### config.mk
export PLATFORM = sky130hd
export DESIGN_NAME = iob_arbiter
export DESIGN_NICKNAME = d
export VERILOG_FILES = /design/src/rtl/iob_arbiter_pkg.sv /design/src/rtl/iob_rr_picker.sv /design/src/rtl/iob_arbiter.sv
export SDC_FILE = /design/constraint.sdc
export NUM_CORES = 1
export LEC_CHECK = 0
export ABC_CLOCK_PERIOD_IN_PS = 3800
export CAP_MARGIN = 40
export CORE_ASPECT_RATIO = 0.5
export CORE_MARGIN = 3
export CORE_UTILIZATION = 49
export CTS_BUF_LIST = sky130_fd_sc_hd__clkbuf_4 sky130_fd_sc_hd__clkbuf_8 sky130_fd_sc_hd__clkbuf_16
export DETAILED_ROUTE_END_ITERATION = 10
export PLACE_DENSITY_LB_ADDON = 0.25
export SLEW_MARGIN = 20
export SYNTH_ARGS = -nofsm -noshare
export SYNTH_HDL_FRONTEND = slang
export SYNTH_SLANG_ARGS = --single-unit
### constraint.sdc
create_clock -name clk_i -period 3.8 [get_ports clk_i]
set_input_delay 1.14 -clock clk_i [delete_from_list [all_inputs] [get_ports clk_i]]
set_output_delay 1.14 -clock clk_i [all_outputs]
set_load 0.1 [all_outputs]
### src/rtl/iob_arbiter_pkg.sv
// Shared definitions for the IOb round-robin arbiter: FSM encoding and the
// read data returned when the watchdog aborts a transaction.
package iob_arbiter_pkg;

  typedef enum logic [1:0] {
    ST_IDLE  = 2'd0,
    ST_ISSUE = 2'd1,
    ST_WAIT  = 2'd2
  } state_e;

  // Widest data bus supported; the arbiter slices off DATA_W bits.
  localparam int unsigned MAX_DATA_W = 256;
  localparam logic [MAX_DATA_W-1:0] TIMEOUT_RDATA = '1;

endpackage

### src/rtl/iob_rr_picker.sv
// Combinational round-robin selector: first set request bit at or above ptr,
// wrapping around N_PORTS.
module iob_rr_picker #(
  parameter int unsigned N_PORTS = 2,
  parameter int unsigned IDX_W   = $clog2(N_PORTS)
) (
  input  logic [N_PORTS-1:0] req_i,
  input  logic [IDX_W-1:0]   ptr_i,
  output logic [IDX_W-1:0]   grant_o,
  output logic               any_o
);

  logic             found_c;
  logic [IDX_W:0]   idx_c;

  // ptr + i never exceeds 2*N_PORTS-2, so one conditional subtract wraps it.
  always_comb begin
    grant_o = '0;
    found_c = 1'b0;
    idx_c   = '0;
    for (int unsigned i = 0; i < N_PORTS; i++) begin
      idx_c = (IDX_W+1)'(ptr_i) + (IDX_W+1)'(i);
      if (idx_c >= (IDX_W+1)'(N_PORTS)) begin
        idx_c = idx_c - (IDX_W+1)'(N_PORTS);
      end
      if (!found_c && req_i[idx_c[IDX_W-1:0]]) begin
        grant_o = idx_c[IDX_W-1:0];
        found_c = 1'b1;
      end
    end
  end

  assign any_o = |req_i;

endmodule

### src/rtl/iob_arbiter.sv
// Round-robin arbiter sharing one downstream IOb port between N_PORTS
// single-pulse requesters, with an optional response watchdog.
module iob_arbiter
  import iob_arbiter_pkg::*;
#(
  parameter int unsigned N_PORTS   = 2,
  parameter int unsigned ADDR_W    = 32,
  parameter int unsigned DATA_W    = 32,
  parameter int unsigned TIMEOUT_W = 8
) (
  input  logic                          clk_i,
  input  logic                          rst_n_i,
  input  logic [N_PORTS-1:0]            s_valid_i,
  input  logic [N_PORTS*ADDR_W-1:0]     s_address_i,
  input  logic [N_PORTS*DATA_W-1:0]     s_wdata_i,
  input  logic [N_PORTS*(DATA_W/8)-1:0] s_wstrb_i,
  output logic [DATA_W-1:0]             s_rdata_o,
  output logic [N_PORTS-1:0]            s_ready_o,
  output logic                          m_valid_o,
  output logic [ADDR_W-1:0]             m_address_o,
  output logic [DATA_W-1:0]             m_wdata_o,
  output logic [DATA_W/8-1:0]           m_wstrb_o,
  input  logic [DATA_W-1:0]             m_rdata_i,
  input  logic                          m_ready_i,
  output logic                          timeout_o
);

  localparam int unsigned STRB_W  = DATA_W / 8;
  localparam int unsigned IDX_W   = $clog2(N_PORTS);
  localparam int unsigned CNT_W   = (TIMEOUT_W > 0) ? TIMEOUT_W : 1;
  localparam bit          WDOG_EN = (TIMEOUT_W > 0);
  // Abort fires on the edge at which the counter would reach 2^W-1.
  localparam logic [CNT_W-1:0] CNT_LAST = ~CNT_W'(1);
  localparam logic [DATA_W-1:0] ABORT_RDATA = TIMEOUT_RDATA[DATA_W-1:0];

  // Per-port request buffer
  logic [N_PORTS-1:0] pend_q, pend_d;
  logic [N_PORTS-1:0] accept_c, clr_c;
  logic [ADDR_W-1:0]  addr_q  [N_PORTS];
  logic [DATA_W-1:0]  wdata_q [N_PORTS];
  logic [STRB_W-1:0]  wstrb_q [N_PORTS];

  // Arbitration and transaction state
  state_e             state_q;
  logic [IDX_W-1:0]   grant_q;
  logic [IDX_W-1:0]   ptr_q;
  logic [CNT_W-1:0]   cnt_q;
  logic               m_valid_q;
  logic [ADDR_W-1:0]  m_addr_q;
  logic [DATA_W-1:0]  m_wdata_q;
  logic [STRB_W-1:0]  m_wstrb_q;
  logic [N_PORTS-1:0] s_ready_q;
  logic [DATA_W-1:0]  s_rdata_q;
  logic               timeout_q;

  logic [IDX_W-1:0]   pick_c;
  logic               any_c;
  logic [N_PORTS-1:0] grant_oh_c;
  logic               done_c;
  logic               expire_c;
  logic [IDX_W-1:0]   ptr_nxt_c;

  iob_rr_picker #(
    .N_PORTS (N_PORTS),
    .IDX_W   (IDX_W)
  ) u_picker (
    .req_i   (pend_q),
    .ptr_i   (ptr_q),
    .grant_o (pick_c),
    .any_o   (any_c)
  );

  assign accept_c   = s_valid_i & ~pend_q;
  assign grant_oh_c = N_PORTS'(1) << grant_q;
  assign done_c     = (state_q == ST_WAIT) && m_ready_i;
  assign expire_c   = WDOG_EN && (state_q == ST_WAIT) && !m_ready_i && (cnt_q == CNT_LAST);
  assign clr_c      = (done_c || expire_c) ? grant_oh_c : '0;
  assign pend_d     = (pend_q & ~clr_c) | accept_c;
  assign ptr_nxt_c  = (grant_q == IDX_W'(N_PORTS - 1)) ? '0 : grant_q + IDX_W'(1);

  always_ff @(posedge clk_i) begin
    if (!rst_n_i) begin
      pend_q <= '0;
    end else begin
      pend_q <= pend_d;
    end
  end

  // Fields are latched only on acceptance; a repeat valid leaves them intact.
  always_ff @(posedge clk_i) begin
    if (!rst_n_i) begin
      for (int unsigned k = 0; k < N_PORTS; k++) begin
        addr_q[k]  <= '0;
        wdata_q[k] <= '0;
        wstrb_q[k] <= '0;
      end
    end else begin
      for (int unsigned k = 0; k < N_PORTS; k++) begin
        if (accept_c[k]) begin
          addr_q[k]  <= s_address_i[k*ADDR_W +: ADDR_W];
          wdata_q[k] <= s_wdata_i[k*DATA_W +: DATA_W];
          wstrb_q[k] <= s_wstrb_i[k*STRB_W +: STRB_W];
        end
      end
    end
  end

  // Transaction FSM; pulses default low every cycle.
  always_ff @(posedge clk_i) begin
    if (!rst_n_i) begin
      state_q   <= ST_IDLE;
      grant_q   <= '0;
      ptr_q     <= '0;
      cnt_q     <= '0;
      m_valid_q <= 1'b0;
      m_addr_q  <= '0;
      m_wdata_q <= '0;
      m_wstrb_q <= '0;
      s_ready_q <= '0;
      s_rdata_q <= '0;
      timeout_q <= 1'b0;
    end else begin
      m_valid_q <= 1'b0;
      s_ready_q <= '0;
      s_rdata_q <= '0;
      timeout_q <= 1'b0;
      case (state_q)
        ST_IDLE: begin
          if (any_c) begin
            grant_q   <= pick_c;
            m_addr_q  <= addr_q[pick_c];
            m_wdata_q <= wdata_q[pick_c];
            m_wstrb_q <= wstrb_q[pick_c];
            m_valid_q <= 1'b1;
            state_q   <= ST_ISSUE;
          end
        end
        ST_ISSUE: begin
          cnt_q   <= '0;
          state_q <= ST_WAIT;
        end
        ST_WAIT: begin
          if (done_c) begin
            s_ready_q <= grant_oh_c;
            s_rdata_q <= m_rdata_i;
            ptr_q     <= ptr_nxt_c;
            state_q   <= ST_IDLE;
          end else if (expire_c) begin
            s_ready_q <= grant_oh_c;
            s_rdata_q <= ABORT_RDATA;
            timeout_q <= 1'b1;
            ptr_q     <= ptr_nxt_c;
            state_q   <= ST_IDLE;
          end else begin
            cnt_q <= cnt_q + CNT_W'(1);
          end
        end
        default: state_q <= ST_IDLE;
      endcase
    end
  end

  assign m_valid_o   = m_valid_q;
  assign m_address_o = m_addr_q;
  assign m_wdata_o   = m_wdata_q;
  assign m_wstrb_o   = m_wstrb_q;
  assign s_ready_o   = s_ready_q;
  assign s_rdata_o   = s_rdata_q;
  assign timeout_o   = timeout_q;

endmodule

==> results of run 1 <==
## metrics by stage
step	util (%)	instance area (sq um)
floorplan	-	10400
finish	68.6	14200
detailed placement	64.8	13400
global route	68.6	14200
global placement	63.3	13100
CTS	68.4	14200
## layout make-up
type	count	area, sq um	share of cell area, %
clock inverters	8	73.8	0.520
well taps	273	342	2.41
flip-flops and latches	254	6450	45.4
multi-input cells	549	3600	25.4
inverters	5	21.3	0.150
repair buffers	312	3030	21.3
clock buffers	33	687	4.84
## layer usage
layer  routed length (um)  global-route usage (%)
met2                14600                    42.7
met1                11000                    28.8
met5                    0                       0
met3                 1700                    4.40
met4                  566                    6.06
## sequential cells by signal (all words and copies together), names as in the netlist, 4 cells and up
name         cells
m_wstrb_o        4
m_wdata_o       32
wstrb_q          8
addr_q          64
cnt_q            8
m_address_o     32
s_rdata_o       32
wdata_q         64
## critical path, stage by stage (launching register included)
cell and delay [ps]:
dfxtp_1 320, clkdlybuf4s50_1 530, buf_8 210
## cells by family (layout without fill, tap and decap cells)
family	Yosys count	after routing	share of synthesized area (%)
AO/OA/AOI/OAI	255	255	16.3
adder cells (fa/ha/maj)	2	2	0.240
buffers and inverters	97	358	3.81
flip-flops	254	254	61.9
multiplexers	7	7	0.673
AND/OR/NAND/NOR	285	285	17.1
## placed cells by master, fill, tap and decap left out, drive strengths merged, types with 3 or more instances in the layout
cell,n
a211oi,3
a311oi,68
clkdlybuf4s50,190
nand3,10
nor2b,3
inv,5
edfxtp,136
nand2b,5
o21ai,72
nand2,37
a21oi,106
nor3,3
nand3b,72
nand4,3
dfxtp,118
and3,3
and2,137
mux2i,7
clkinv,5
buf,122
clkbuf,33
## worst max-delay path by stage
stage	end	depth (start not counted)
3_5_place_dp	addr_q[1][9]	5
5_1_grt	s_rdata_o[9]	2
6_report	s_rdata_o[20]	2
2_1_floorplan	addr_q[0][0]	3
3_3_place_gp	addr_q[1][11]	5
4_1_cts	s_rdata_o[20]	2
## where the power goes
| part | internal [uW] | switching (uW) | total, uW |
|---|---|---|---|
| clock network | 1330 | 997 | 2330 |
| registers | 3140 | 103 | 3240 |
| logic | 510 | 1190 | 1700 |
==> reports/results.ini, run 1 <==
[sta]
finalCritPeriodShare_pct = 71.3
hold_slack_ps = 518
rsz0062_at_grt = no
setup_viol = 0
hold_viol_final = 0
fmax_mhz = 369
worstMarginPinSlew_ps = 830
period_minus_slack_ps = 2710
tns_ps = 0
layout_setup_ws_ps = 1090
relSlewSlack_pct = 44.6
slew_violations = 0
fin_skew_ps = 6.22

[pwr]
pwr_density_cell_nw_per_um2 = 512
leakagePower_uw = 0.00522
ir_drop_mv = 0.274
p_total_uw = 7270

[global_routing]
grt_max_degree = 137
grt_antenna_before_repair = 0
track_usage_pct = 23.4
grt_pass1_vias = 8201
grt-ovfl-total = 0
grt_pass1_wl_um = 42700

[clock_network]
cts_made_buffers = 23
tritoncts = built
h-tree-depth = 1
clkLatencyLatePin_ps = 510
hold_buffers = 0
clockBufferDepth = 3
ctsResizeCount = 0
cts.sinks = 254
cts.reportedPaths.clkPinSlew_ps = 60
root_buffer = clkbuf_16
post_cts_buffers = 0

[worst_hold_path]
min_path_type = reg -> reg
min_to = cnt_q[6]
hold_depth = 1
min_from = cnt_q[6]

[detailed_routing]
via_count = 8054
vias_per_cell = 5.62
first_pass_iters = 5
wl_per_cell_um = 19.4
drc = 0
wl_um = 27800
drt_iter0_markers = 634
ant_nets = 0

[synthesis]
synth_nets = 1075
synth_cells = 900
synth_top_area_cell = edfxtp_1
ys_types = 39
yosysSeqAreaShare_pct = 61.9
ys_top_cells_by_count = and2_1, edfxtp_1, dfxtp_1
netlist_top_cells_area = edfxtp_1, dfxtp_1, and2_1, nand3b_1, a21oi_1
yosysWarningCount = 0
yosys.area.top_type_share_pct = 39.2
synth.avg_cell_area_sq_um = 11.6
yosysMostFrequentCell = and2_1
async_flop_share_pct = 0
synth_area_sq_um = 10400
ys_seq_elements = 254
ys.flop_type = edfxtp_1
synth-edff-count = 136

[floorplanning]
start_util_pct = 50.3
core_sq_um = 20700
die_w_um = 212
ios = 277
die-area_sq_um = 23100
rows = 37
dieHeight_um = 109

[run_status]
status = finished clean

[critical_path]
critPathLaunch = s_rdata_o[20]
regToRegSetupSlack_ps = 1910
path_max_fanout = 1
end_kind = primary output
reg2reg_to = m_address_o[10]
critPathLaunchType = flip-flop
critPathKind = reg -> out
reg2reg_depth = 4
worst_ep_arrival_time_ps = 1570
required_ps = 2660
timing.rr.start = pend_q[0]

[cells_and_area]
nets = 1320
drive_gt1_share_pct = 16.7
fill_cells = 1493
final_cells = 1434
area_growth_pct = 36.4
n_antenna_cell = 0

[place]
place_ws_ps = 871
io_buffers = 276
hpwl_um = 17000
placed_cells = 1391
place.gp.congestion = 0.837

[job]
max_cap_viol_count = 0

Power figures use the tool's default switching activity.
==> run 2, diff against run 1 <==
Settings changed: ABC_CLOCK_PERIOD_IN_PS 3800 to 2300, CORE_UTILIZATION 49 to 44.
Clock period 3.8 ns to 2.3 ns, I/O delays scaled along.
==> reports/results.ini, run 2 (synthesis results as in run 1) <==
[detailed_routing]
vias_per_cell = 5.42  ; was 5.62
via_count = 7923  ; was 8,054
wl_um = 28300  ; was 27,800 um
drt_iter0_markers = 580  ; was 634
drc = 0  ; unchanged
first_pass_iters = 5  ; unchanged
wl_per_cell_um = 19.4  ; about the same
ant_nets = 0  ; unchanged

[critical_path]
cp_slowest_cell = dfxtp_1  ; was clkdlybuf4s50_1
max_stage_delay_ps = 380  ; was 530 ps
critPathLaunchType = flip-flop  ; unchanged
timing.rr.start = pend_q[0]  ; unchanged
path_max_fanout = 2  ; was 1
cp.depth = 1  ; was 2
required_ps = 1610  ; was 2660 ps
regToRegSetupSlack_ps = 570  ; was 1910 ps
worst_ep_arrival_time_ps = 1230  ; was 1570 ps
reg2reg_depth = 4  ; unchanged
crit_chain = buf_4  ; was clkdlybuf4s50_1, buf_8
end_kind = primary output  ; unchanged
reg2reg_to = m_address_o[13]  ; was m_address_o[10]
path_delay_family = flip-flops  ; was buffers and inverters
path_buf_inv = 1  ; was 2
critPathKind = reg -> out  ; unchanged

[worst_hold_path]
min_from = pend_q[1]  ; was cnt_q[6]
min_to = pend_q[1]  ; was cnt_q[6]
min_path_type = reg -> reg  ; unchanged
hold_depth = 1  ; unchanged

[clock_network]
ctsResizeCount = 0  ; unchanged
clkLatencyLatePin_ps = 530  ; was 510 ps
cts.sinks = 254  ; unchanged
tritoncts = built  ; unchanged
h-tree-depth = 1  ; unchanged
post_cts_buffers = 0  ; unchanged
cts_made_buffers = 24  ; was 23
clockBufferDepth = 3  ; unchanged
hold_buffers = 0  ; unchanged
root_buffer = clkbuf_16  ; unchanged
cts.reportedPaths.clkPinSlew_ps = 60  ; about the same

[pwr]
switchingPower_uw = 3860  ; was 2290 uW
ir_drop_mv = 0.493  ; was 0.274 mV
pwr_density_cell_nw_per_um2 = 876  ; was 512 nW/um^2
power_frac_comb_pct = 22.9  ; was 23.4%
pwr-share-seq_pct = 43.1  ; was 44.6%
p_total_uw = 12400  ; was 7270 uW
p_int_uw = 8560  ; was 4980 uW
leakagePower_uw = 0.00526  ; was 0.00522 uW
clock_power_share_pct = 34.0  ; was 32.0%
p_sw_share_pct = 31.1  ; was 31.5%

[place]
place.gp.congestion = 0.838  ; was 0.837
placed_area_sq_um = 13300  ; was 13,400 sq um
io_buffers = 276  ; unchanged
place_ws_ps = 74.7  ; was 871 ps
hpwl_um = 17700  ; was 17,000 um

[floorplanning]
rows = 39  ; was 37
die_w_um = 224  ; was 212 um
die-area_sq_um = 25700  ; was 23,100 sq um
ios = 277  ; unchanged
start_util_pct = 45.2  ; was 50.3%
dieHeight_um = 115  ; was 109 um
core_sq_um = 23000  ; was 20,700 sq um

[cells_and_area]
layout_commonest_cell = clkdlybuf4s50_1  ; unchanged
area_growth_pct = 36.2  ; was 36.4%
n_antenna_cell = 0  ; unchanged
biggestRegsByFlops = addr_q x64, wdata_q x64  ; unchanged
drive_gt1_share_pct = 17.7  ; was 16.7%
mostFrequentLayoutCells = clkdlybuf4s50_1, and2_1, edfxtp_1, dfxtp_1, buf_4  ; was clkdlybuf4s50_1, and2_1, edfxtp_1, dfxtp_1, a21oi_1
design_area_sq_um = 14200  ; about the same
nets = 1312  ; was 1,320

[job]
max_cap_viol_count = 0  ; unchanged

[sta]
setup_viol = 0  ; unchanged
fmax_mhz = 521
slew_violations = 0  ; unchanged
hold_slack_ps = 516  ; was 518 ps
rsz0062_at_grt = no  ; unchanged
relSlewSlack_pct = 58.0  ; was 44.6%
worstMarginPinSlew_ps = 630  ; was 830 ps
hold_viol_final = 0  ; unchanged
period_minus_slack_ps = 1920
layout_setup_ws_ps = 382  ; was 1090 ps
finalCritPeriodShare_pct = 83.4
fin_skew_ps = 8.77  ; was 6.22 ps

[global_routing]
grt_pass1_wl_um = 43600  ; was 42,700 um
grt-ovfl-total = 0  ; unchanged
track_usage_pct = 21.3  ; was 23.4%
grt_pass1_vias = 7982  ; was 8,201
grt_antenna_before_repair = 0  ; unchanged
grt_max_degree = 72  ; was 137

[run_status]
status = finished clean  ; unchanged

run 2: cell types whose count changed in the layout (fill, tap and decap cells not counted), sizes merged:
| cell | previous run | this run |
|---|---|---|
| bufinv | 1 | 3 |
| clkinvlp | 2 | 1 |
| clkdlybuf4s50 | 190 | 172 |
| buf | 122 | 131 |
| clkinv | 5 | 7 |
run 2: routing by layer:
metal	track usage (%)	up-vias	share of wire, %
li1	-	3781	-
met1	27.6	3845	42
met2	37.0	249	50
met3	4.03	48	5.4
met4	6.43	0	2.7
met5	0	-	0
run 2: layout make-up:
class / count / area, sq um
Fill cell: 1891 / 8850
Inverter: 5 / 18.8
Sequential cell: 254 / 6450
Tap cell: 307 / 384
Clock inverter: 11 / 134
Timing Repair Buffer: 303 / 2880
Clock buffer: 33 / 717
Multi-Input combinational cell: 549 / 3600
run 2: worst max path at each step:
stage / start / to
after floorplan: rst_n_i / addr_q[0][0]
after CTS: m_wdata_o[26] / m_wdata_o[26]
after global placement: rst_n_i / addr_q[1][10]
final: m_wdata_o[16] / m_wdata_o[16]
after global routing: m_wdata_o[26] / m_wdata_o[26]
after detailed placement: m_ready_i / cnt_q[7]
run 2: stage by stage:
stage	TNS (ps)	utilization, %	instances
final	0	61.6	1462
after global routing	0	61.6	1462
after CTS	0	61.6	1462
after detailed placement	0	57.9	1418
after global placement	0	57.9	1418
after floorplan	-10850	-	900
run 2: power by group through the flow:
stage	Clock (uW)	Sequential [uW]	Combinational [uW]
floorplan	0	6570	809
global placement	0	5440	2820
detailed placement	0	5450	2860
CTS	4320	5350	2860
global route	4510	5390	2980
finish	4230	5350	2850
==> RTL change 1, RTL diff (settings of run 2) <==
Re-encode `state_e` (3 states) as one-hot, 3 bits wide.
--- a/src/rtl/iob_arbiter_pkg.sv
+++ b/src/rtl/iob_arbiter_pkg.sv
@@ -2,10 +2,10 @@
 // read data returned when the watchdog aborts a transaction.
 package iob_arbiter_pkg;
 
-  typedef enum logic [1:0] {
-    ST_IDLE  = 2'd0,
-    ST_ISSUE = 2'd1,
-    ST_WAIT  = 2'd2
+  typedef enum logic [2:0] {
+    ST_IDLE  = 3'b001,
+    ST_ISSUE = 3'b010,
+    ST_WAIT  = 3'b100
   } state_e;
 
   // Widest data bus supported; the arbiter slices off DATA_W bits.
Formal check against the unedited RTL: no difference found for any inputs over 4 cycles, from zero or initial values and one cycle with rst_n_i low; so few cycles prove little.
==> RTL change 1 against run 2 <==
First-iteration DRC count decreased by 39%; synthesized cell count decreased by 12%; clock power decreased by 5.9%; sequential cell count increased by 1; clock skew increased by 0.0032 ns; setup slack improved by 0.036 ns; die area decreased by 6.0%; via count decreased by 15%; cell area decreased by 4.9%; area after synthesis decreased by 6.2%; final cell count decreased by 6.5%; wire length decreased by 19%; highest routed layer unchanged; total power decreased by 1.7%.
==> RTL change 1: results (changes against run 2) <==
outcome = finished clean (unchanged)
wire per inst = 16.74 microns (was 19.36 microns)
Slew headroom = 63.38% (was 58.01%)
fin nets = 1234 (was 1312)
bufs w/o clock = 296 (was 303)
fraction of area in multi-input gates = 22.79% (was 25.39%)
first-pass GRT wire length = 36400 microns (was 43640 microns)
placed cell areas = 0.01270 sq mm (was 0.01333 sq mm)
crit path DAT = 1.19 ns (was 1.23 ns)
H-Tree Depth = 1 (unchanged)
Clock-cell share = 5.790% (was 5.999%)
fillers = 1636 (was 1891)
vias in the first global route = 6832 (was 7982)
placed insts = 1326 (was 1418)
initial DRC count = 354 (was 580)
leak pwr = 5.498 nW (was 5.256 nW)
Worst-Skew Late Latency = 0.51 ns (was 0.53 ns)
clock buffers = 28 (was 33)
DRT Pass-1 Iters = 4 (was 5)
CTS max path bufs = 3 (unchanged)
layout cell share with drive strength beyond 1 = 15.91% (was 17.66%)
Reg area = 0.006466 sq mm (was 0.006447 sq mm)
WL final = 22880 microns (was 28300 microns)
sequential area share after synthesis = 66.21% (was 61.91%)
Layout area overhead = 38.09% (was 36.21%)
Synth area leaders = edfxtp_1 42%, dfxtp_1 24%, and2_1 9.0% (was edfxtp_1 39%, dfxtp_1 23%, and2_1 8.2%)
total clock buffers created by CTS = 23 (was 24)
Port-buffer cells = 276 (unchanged)
Via density = 4.941 (was 5.419)
n_diodes = 0 (unchanged)
Place WS = 0.008874 ns (was 0.07474 ns)
DP HPWL = 15310 microns (was 17720 microns)
Mapped Nets = 969 (was 1075)
largest net degree at the start of global routing = 77 (was 72)
routability congestion estimate from global placement = 0.8815 (was 0.8376)
NonClk Buf Share = 20.60% (was 20.31%)
Non-clock inverters = 6 (was 5)
maximum VDD drop = 0.4597 mV (was 0.4934 mV)
Synth top cells by count = 141 x and2_1, 136 x edfxtp_1, 119 x dfxtp_1, 76 x nor2_1, 71 x a211oi_1 (was 137 x and2_1, 136 x edfxtp_1, 118 x dfxtp_1, 105 x a21oi_1, 78 x clkbuf_1)
Worst Skew = 0.01196 ns (was 0.008768 ns)
syn_area_per_cell = 12.30 sq um (was 11.57 sq um)
Post-synth EDFFs = 136 (unchanged)
comb_multi_in = 477 (was 549)
Final Core Density = 63.74% (was 61.58%)
worst hold path class = register to register (unchanged)
Power Density = 906.2 mW/mm^2 (was 876.3 mW/mm^2)
Netlist cell types = 36 (was 39)
FFs & Latches = 255 (was 254)
Total GRT Usage = 18.71% (was 21.32%)
-- RTL change 1: cell count changes after synthesis, moves of 48 or more --
cell      delta
a311oi_1    -48
nand3b_1    -72
a211oi_1    +68
a21oi_1     -71
o21ai_0     -67
mux2i_1     +62
nor2_1      +75
-- RTL change 1: logic make-up (layout without fill, tap and decap cells) --
group | Yosys count | in the layout | share of synthesized area, %
and+or+nand+nor | 283 | 283 | 15.25
DFF | 255 | 255 | 66.21
AOI/OAI and AO/OA | 121 | 121 | 8.290
muxes | 69 | 69 | 7.072
buffers and inverters | 62 | 343 | 2.742
adders and majority gates | 2 | 2 | 0.2562
xor gates and xnor gates | 2 | 2 | 0.1794
-- RTL change 1: report_power, final --
group | switching, mW | leakage, nW | internal [mW] | total, mW
sequential | 0.174 | 2.44 | 5.22 | 5.40
clock | 1.61 | 0.394 | 2.36 | 3.98
combinational | 2.01 | 2.67 | 0.836 | 2.84
total | 3.79 | 5.50 | 8.43 | 12.2
-- RTL change 1: metal layers --
| layer | global-route usage [%] | share of wire (%) |
|---|---|---|
| met2 | 33.39 | 50 |
| met5 | 0 | 0 |
| met1 | 22.81 | 41 |
| met4 | 5.242 | 2.7 |
| met3 | 4.418 | 5.9 |
-- RTL change 1: final timing paths --
kind / from / endpoint / slack (ns) / cells after the start
worst max register to register: state_q[0] / m_wdata_o[6] / 0.47 / 5
worst min register to register: pend_q[0] / pend_q[0] / 0.50 / 1
worst max-delay path: m_address_o[17] / m_address_o[17] / 0.42 / 1
worst min-delay path: pend_q[0] / pend_q[0] / 0.50 / 1
-- RTL change 1: worst register-to-register path, delay by kind of cell, from the launching register on --
kind	cells	cell delay [ns]
AND/OR/NAND/NOR	3	0.76
flip-flops	1	0.44
buffers and inverters	1	0.29
AO/OA/AOI/OAI	1	0.24
==> RTL change 2, RTL diff (settings of run 2) <==
Without the edit above. `N_PORTS` is set to 2 in 2 places; all go to 4. Comments in the files are not updated.
--- a/src/rtl/iob_rr_picker.sv
+++ b/src/rtl/iob_rr_picker.sv
@@ -1,7 +1,7 @@
 // Combinational round-robin selector: first set request bit at or above ptr,
 // wrapping around N_PORTS.
 module iob_rr_picker #(
-  parameter int unsigned N_PORTS = 2,
+  parameter int unsigned N_PORTS = 4,
   parameter int unsigned IDX_W   = $clog2(N_PORTS)
 ) (
   input  logic [N_PORTS-1:0] req_i,
--- a/src/rtl/iob_arbiter.sv
+++ b/src/rtl/iob_arbiter.sv
@@ -3,7 +3,7 @@
 module iob_arbiter
   import iob_arbiter_pkg::*;
 #(
-  parameter int unsigned N_PORTS   = 2,
+  parameter int unsigned N_PORTS   = 4,
   parameter int unsigned ADDR_W    = 32,
   parameter int unsigned DATA_W    = 32,
   parameter int unsigned TIMEOUT_W = 8
Interface: changed (5 resized); port bits go from 277 to 417. The function was not compared with the original's and may differ.
==> RTL change 2 against run 2 <==
Total power rose by 50%; first-iteration DRC count grew 19%; wire length is 66% higher; cell area rose by 57%; clock power grew 44%; area after synthesis increased by 56%; sequential cell count is 142 higher; setup slack worse by 0.22 ns; via count rose by 45%; synthesized cell count is 37% higher; critical path type is now register to register.
==> RTL change 2: results (changes against run 2) <==
antenna violations before repair = 7 (was 0)
Synth top cells by count = 275 x and2_1, 272 x edfxtp_1, 129 x mux2i_1, 124 x dfxtp_1, 67 x o21ai_0 (was 137 x and2_1, 136 x edfxtp_1, 118 x dfxtp_1, 105 x a21oi_1, 78 x clkbuf_1)
H-Tree Depth = 2 (was 1)
placed insts = 2085 (was 1418)
Mapped Nets = 1552 (was 1075)
Synth Instances = 1235 (was 900)
Netlist cell types = 41 (was 39)
fin crit share = 92.83% (was 83.41%)
placed cell areas = 0.02111 sq mm (was 0.01333 sq mm)
Worst Skew = 0.01779 ns (was 0.008768 ns)
Port-buffer cells = 416 (was 276)
top routing layer in use = met4 (unchanged)
Via density = 5.329 (was 5.419)
Power Density = 834.4 mW/mm^2 (was 876.3 mW/mm^2)
DR WL met2 = 25270 microns (was 14200 microns)
first-pass GRT wire length = 70300 microns (was 43640 microns)
Slowest Stage Delay on Critical Path = 0.57 ns (was 0.38 ns)
layout cell share with drive strength beyond 1 = 15.73% (was 17.66%)
metal3 WL = 2161 microns (was 1541 microns)
YS warnings = 0 (unchanged)
Async SR Flop Fraction = 0% (unchanged)
maximum VDD drop = 0.4168 mV (was 0.4934 mV)
largest net degree at the start of global routing = 69 (was 72)
Top Registers = addr_q (128), wdata_q (128) (was addr_q (64), wdata_q (64))
Place WS = -0.02439 ns (was 0.07474 ns)
fin nets = 1957 (was 1312)
CP delay by family, top = simple AND/OR/NAND/NOR gates (was flip-flops)
CP max stage cell = or4_4 (was dfxtp_1)
fillers = 2786 (was 1891)
wire per inst = 21.84 microns (was 19.36 microns)
WL final = 47100 microns (was 28300 microns)
crit path DAT = 2.55 ns (was 1.23 ns)
Post-synth EDFFs = 272 (was 136)
Root Buffer = clkbuf_16 (unchanged)
Synth area leaders = edfxtp_1 50%, dfxtp_1 15%, and2_1 11% (was edfxtp_1 39%, dfxtp_1 23%, and2_1 8.2%)
initial DRC count = 692 (was 580)
outcome = finished clean (unchanged)
total clock buffers created by CTS = 37 (was 24)
Total GRT Usage = 23.14% (was 21.32%)
crit-path max FO = 31 (was 2)
routability congestion estimate from global placement = 0.8703 (was 0.8376)
vias in the first global route = 12050 (was 7982)
WL met1 = 17880 microns (was 11790 microns)
Worst Tran Pin Value = 0.7792 ns (was 0.6299 ns)
DP HPWL = 31630 microns (was 17720 microns)
sequential area share after synthesis = 65.38% (was 61.91%)
leak pwr = 8.577 nW (was 5.256 nW)
[RTL change 2: final timing paths]
check,cells past startpoint,from,endpoint,slack (ns)
setup / recovery,5,pend_q[1],m_address_o[22],0.16
hold / removal,2,m_wdata_o[24],m_wdata_o[24],0.53
setup reg to reg,5,pend_q[1],m_address_o[22],0.16
hold reg to reg,2,m_wdata_o[24],m_wdata_o[24],0.53
[RTL change 2: cell type report]
class | count | area share (%)
Antenna cell | 7 | 0.07844
Clock buffer | 54 | 5.043
Clock inverter | 11 | 0.3474
Inverter | 11 | 0.1849
Multi-Input combinational cell | 732 | 23.52
Sequential cell | 396 | 47.70
Tap cell | 484 | 2.712
Timing Repair Buffer | 462 | 20.42
[RTL change 2: cell families (layout without fill, tap and decap cells)]
group | after synthesis | count (layout) | synth area share, %
fa+ha+maj | 6 | 6 | 0.4609
other cells | 0 | 7 | 0
compound gates | 209 | 209 | 9.432
simple gates | 382 | 382 | 13.60
flops | 396 | 396 | 65.38
xor+xnor | 6 | 6 | 0.3226
buf+inv | 107 | 538 | 2.873
mux | 129 | 129 | 7.927
[RTL change 2: layer usage]
layer  global-route usage (%)  vias to the layer above
met1                    27.39                     5703
met3                    3.311                      121
met5                        0                        -
li1                         -                     5301
met2                    43.09                      370
met4                    8.955                        0
[RTL change 2: report_power, final]
part / total (mW) / switching, mW / leakage (nW) / internal, mW
sequential: 8.47 / 0.249 / 3.96 / 8.23
clock: 6.09 / 2.58 / 0.612 / 3.52
combinational: 4.07 / 2.71 / 4.01 / 1.36
total: 18.6 / 5.54 / 8.58 / 13.1
[RTL change 2: tightest hold or removal path: cells and delay by family, from the launching register on]
| kind | cells | cell delay, ns |
|---|---|---|
| AO/OA/AOI/OAI | 1 | 0.10 |
| AND/OR/NAND/NOR | 1 | 0.05 |
| flip-flops | 1 | 0.31 |
